===== src/rtl/fetch_stage.sv =====
// Instruction-fetch stage with IF/ID pipeline register.
// Owns the PC, start/halt sequencing and the post-HALT drain that raises done.
module fetch_stage #(
  parameter int              IW           = 9,
  parameter int              PCW          = 10,
  parameter logic [PCW-1:0]  RESET_PC     = '0,
  parameter logic [IW-1:0]   HALT_INSTR   = 9'h1FF,
  parameter int              DRAIN_CYCLES = 3
) (
  input  logic           clk,
  input  logic           reset,
  input  logic           start,
  input  logic           stall,
  input  logic           branch_taken,
  input  logic [PCW-1:0] branch_target,
  output logic [PCW-1:0] imem_addr,
  input  logic [IW-1:0]  imem_data,
  output logic           if_id_valid,
  output logic [IW-1:0]  if_id_instr,
  output logic [PCW-1:0] if_id_pc,
  output logic [2:0]     if_id_rs,
  output logic [2:0]     if_id_rd,
  output logic           done
);

  localparam int CNTW = (DRAIN_CYCLES < 2) ? 1 : $clog2(DRAIN_CYCLES + 1);

  typedef enum logic [1:0] {
    S_IDLE  = 2'd0,
    S_RUN   = 2'd1,
    S_DRAIN = 2'd2,
    S_DONE  = 2'd3
  } state_t;

  state_t          state_q, state_d;
  logic [PCW-1:0]  pc_q, pc_d;
  logic            vld_q, vld_d;
  logic [IW-1:0]   instr_q, instr_d;
  logic [PCW-1:0]  ifpc_q, ifpc_d;
  logic [CNTW-1:0] cnt_q, cnt_d;
  logic            done_q, done_d;

  always_ff @(posedge clk or posedge reset) begin
    if (reset) begin
      state_q <= S_IDLE;
      pc_q    <= RESET_PC;
      vld_q   <= 1'b0;
      instr_q <= '0;
      ifpc_q  <= '0;
      cnt_q   <= '0;
      done_q  <= 1'b0;
    end else begin
      state_q <= state_d;
      pc_q    <= pc_d;
      vld_q   <= vld_d;
      instr_q <= instr_d;
      ifpc_q  <= ifpc_d;
      cnt_q   <= cnt_d;
      done_q  <= done_d;
    end
  end

  always_comb begin
    state_d = state_q;
    pc_d    = pc_q;
    vld_d   = vld_q;
    instr_d = instr_q;
    ifpc_d  = ifpc_q;
    cnt_d   = cnt_q;
    done_d  = done_q;

    unique case (state_q)
      S_IDLE: begin
        if (start) state_d = S_RUN;
      end

      S_RUN: begin
        // A redirect must win over stall, otherwise a stalled wrong-path fetch would stick.
        if (branch_taken) begin
          pc_d    = branch_target;
          vld_d   = 1'b0;
          instr_d = '0;
          ifpc_d  = '0;
        end else if (!stall) begin
          vld_d   = 1'b1;
          instr_d = imem_data;
          ifpc_d  = pc_q;
          if (imem_data == HALT_INSTR) begin
            cnt_d   = '0;
            state_d = S_DRAIN;
          end else begin
            pc_d = pc_q + 1'b1;
          end
        end
      end

      S_DRAIN: begin
        if (branch_taken) begin
          pc_d    = branch_target;
          vld_d   = 1'b0;
          instr_d = '0;
          ifpc_d  = '0;
          cnt_d   = '0;
          state_d = S_RUN;
        end else if (!stall) begin
          vld_d   = 1'b0;
          instr_d = '0;
          ifpc_d  = '0;
          // The counter value is checked before incrementing, giving 1 + DRAIN_CYCLES cycles.
          if (cnt_q == CNTW'(DRAIN_CYCLES)) begin
            done_d  = 1'b1;
            state_d = S_DONE;
          end else begin
            cnt_d = cnt_q + 1'b1;
          end
        end
      end

      S_DONE: begin
        if (start) begin
          pc_d    = RESET_PC;
          done_d  = 1'b0;
          state_d = S_RUN;
        end
      end

      default: state_d = S_IDLE;
    endcase
  end

  assign imem_addr   = pc_q;
  assign if_id_valid = vld_q;
  assign if_id_instr = instr_q;
  assign if_id_pc    = ifpc_q;
  assign if_id_rs    = instr_q[2:0];
  assign if_id_rd    = instr_q[5:3];
  assign done        = done_q;

endmodule

===== config.mk =====
export PLATFORM = sky130hd
export DESIGN_NAME = fetch_stage
export DESIGN_NICKNAME = d
export VERILOG_FILES = /design/src/rtl/fetch_stage.sv
export SDC_FILE = /design/constraint.sdc
export NUM_CORES = 1
export LEC_CHECK = 0
export CAP_MARGIN = 20
export CORE_UTILIZATION = 24
export CTS_BUF_LIST = sky130_fd_sc_hd__clkbuf_4 sky130_fd_sc_hd__clkbuf_8 sky130_fd_sc_hd__clkbuf_16
export CTS_CLUSTER_DIAMETER = 50
export DETAILED_ROUTE_END_ITERATION = 8
export GPL_TIMING_DRIVEN = 0
export PLACE_DENSITY = 0.52
export SLEW_MARGIN = 20
export SYNTH_ARGS = -nofsm -noshare
export SYNTH_HDL_FRONTEND = slang
export SYNTH_SLANG_ARGS = --single-unit

===== constraint.sdc =====
create_clock -name clk -period 2.5 [get_ports clk]
set_input_delay 0.625 -clock clk [delete_from_list [all_inputs] [get_ports clk]]
set_output_delay 0.625 -clock clk [all_outputs]
set_load 0.05 [all_outputs]

==> results by group <==
Status
  – Outcome: finished, final reports clean

Run
  – Max-Cap Viols: 0

Worst setup path
  – Path type of the worst setup path: primary input to flop
  – Crit end category: flop
  – Arr. time, crit path: 2540 ps
  – Max stage delay cell, worst path: nor3_1
  – Crit path max-delay family: simple AND/OR/NAND/NOR gates
  – CP Launch Type: primary input
  – CP required: 2710 ps
  – Max FO, Critical Path: 10
  – Worst path max stage delay: 750 ps
  – Worst path buffer plus inverter count: 2
  – Crit-path cells: clkdlybuf4s50_1 -> buf_2 -> nor3_1 -> o21ai_0 -> o211ai_1 -> o2bb2ai_1

Power
  – Clock power share: 13.8%
  – Switching part of the total: 48.8%
  – Switching Power: 1.83 mW
  – Pwr per Cell Area: 1360 nW/um^2
  – Leakage: 1.14 nW
  – Int Pwr: 1.92 mW
  – Peak VDD IR: 0.000293 V
  – Comb pwr share: 60.0%
  – Reg power frac: 26.1%

Logic synthesis
  – Top-area cell type share of the netlist area: 46.1%
  – Post-synth EDFFs: 0
  – Count leader, synth: dfrtp_1
  – Largest area contributor in the netlist: dfrtp_1
  – Asr flop ratio synth: 100%
  – Synth Register Bits: 35
  – Top_reg_cell synth: dfrtp_1
  – Synthesized area: 1900 sq um
  – Syn avg cell area: 10.6 sq um
  – Commonest cells post-synth: 35 x dfrtp_1, 23 x a22o_1, 10 x nand2_1, 8 x inv_1, 8 x o2bb2ai_1
  – Yosys warns: 0
  – Synthesized instance count: 179
  – Largest cells by area after synthesis: dfrtp_1 46%, a22o_1 11%, ha_1 4.6%, o2bb2ai_1 3.7%, o211ai_1 2.8%
  – Synthesized Nets: 210
  – Part of the Yosys area used for sequential elements: 46.1%
  – Post-synth cell types: 42

Final layout
  – Layout cells sized above 1: 10.5%
  – Post-Layout Cell Count: 350
  – Final #Nets: 278
  – N_diodes: 0
  – Final core occ: 35.9%
  – P&R area growth vs syn: 45.3%

STA
  – Max transition margin: 40.2%
  – RSZ-0062 raised after global routing: no
  – Max-slew violation total from the final report: 0
  – Final worst-path cycle share: 92.9%
  – Worst Clk Skew: 4.78 ps
  – Tmin final: 2320 ps
  – F_max: 0.430 GHz
  – # setup viols final: 0
  – Final Hold Violating Endpoints: 0
  – Least-Margin Pin Slew: 891 ps

Die
  – Row cnt: 32
  – Num ports: 61
  – Die extent in x: 91.0 um
  – Core region area: 7690 sq um
  – Die area: 8280 sq um
  – Initial Utilization: 24.7%
  – Die H: 91.0 um

Drt
  – Routed Antenna Nets: 0
  – Vias: 1680
  – DRC: 0
  – Vias per Instance: 4.80
  – DR pass1 iterations: 5
  – DR WL/cell: 14.5 um
  – Detailed Route WL: 5070 um
  – Iteration-0 DRC count of the detailed router: 79

GRT
  – Initial antenna violation count: 0
  – First-pass GRT wire length: 8320 um
  – Largest net degree at the start of global routing: 28
  – GR Overflow Total: 0
  – Vias in the first global route: 1607
  – All-layer global routing usage: 12.8%

Worst hold path
  – Min-Delay Path Class: flop to flop

CTS
  – Num CTS Buffers: 5
  – Post-CTS Hold Buffers: 0
  – Clock Tree Buf Depth: 2
  – Post-CTS sizing: 0
  – Worst-path clk slew: 80 ps
  – Setup Buffers After CTS: 0
  – Root buffer cell: clkbuf_8
  – Number of clock sinks: 35
  – Skew-Pair Late Insertion Delay: 290 ps
  – CTS H-tree depth: 2
  – CTS tree: built

Placement
  – DP Wirelength: 3730 um
  – Routability Congestion: 0.773
  – Port-buffer cells: 60
  – Placed instance count: 342
cell families after synthesis:
logic type,Yosys count,share of synthesized area (%)
compound gates,69,28.8
fa+ha+maj,7,4.61
buf+inv,24,6.45
flops,35,46.1
mux,3,2.17
simple gates,41,11.9
layout make-up:
class / count / area (sq um)
fill: 787 / 4930
multi-input combinational: 120 / 902
sequential: 35 / 876
timing repair buffer: 61 / 621
tap: 102 / 128
buffer: 16 / 92.6
clock buffer: 5 / 68.8
clock inverter: 3 / 43.8
inverter: 8 / 30.0
state kept, by name, indices dropped and copies added (netlist names):
signal and count:
cnt_q 2, done 1, if_id_instr 9, if_id_pc 10, if_id_valid 1, imem_addr 10
state_q 2
cells in the final DEF, fill, tap and decap left out, types with 2 or more instances in the layout:
cell / count
a21o_1: 2
a21oi_1: 7
a22o_1: 23
a22oi_1: 2
a31oi_1: 2
buf_1: 2
buf_2: 2
buf_4: 6
clkbuf_1: 5
clkbuf_8: 5
clkdlybuf4s50_1: 60
dfrtp_1: 35
ha_1: 7
inv_1: 7
mux2_4: 2
nand2_1: 10
nand2b_1: 2
nand3_1: 3
nand4_1: 3
nor2_1: 6
nor3_1: 7
nor4_1: 2
o211ai_1: 7
o21ai_0: 4
o22ai_1: 2
o2bb2ai_1: 8
o31ai_1: 5
final timing paths:
path	start	to	slack [ps]	depth (start not counted)
max reg2reg	state_q[0]	imem_addr[6]	280	7
min reg2reg	if_id_valid	if_id_valid	490	1
min in group asynchronous	reset	imem_addr[3]	570	2
max in group asynchronous	reset	state_q[0]	1520	3
min	if_id_valid	if_id_valid	490	1
max	branch_taken	imem_addr[6]	180	6
power by group through the flow:
stage | logic, mW | registers (mW) | clock network (mW)
3_5_place_dp | 2.26 | 0.994 | 0
6_report | 2.25 | 0.980 | 0.519
4_1_cts | 2.27 | 0.983 | 0.541
5_1_grt | 2.40 | 1.02 | 0.566
2_1_floorplan | 0.992 | 1.55 | 0
3_3_place_gp | 2.25 | 0.988 | 0
per-layer routing:
metal	GRT usage [%]	up-vias	wire (um)
met5	0	-	0
met1	17.8	815	2520
met2	19.6	42	2270
met3	3.43	6	223
li1	-	817	-
met4	3.57	0	58
stage by stage:
stage	power, mW	setup WS (ps)	setup TNS, ps	hold slack (ps)	instance area, sq um
after floorplan	2.54	608	0	477	1900
after global placement	3.23	-110	-459	471	2630
after detailed placement	3.25	-91.6	-438	479	2650
after CTS	3.79	180	0	498	2760
after global routing	3.98	25.1	0	515	2760
final	3.75	177	0	486	2760
No activity file was read; power rests on OpenSTA's default activity.
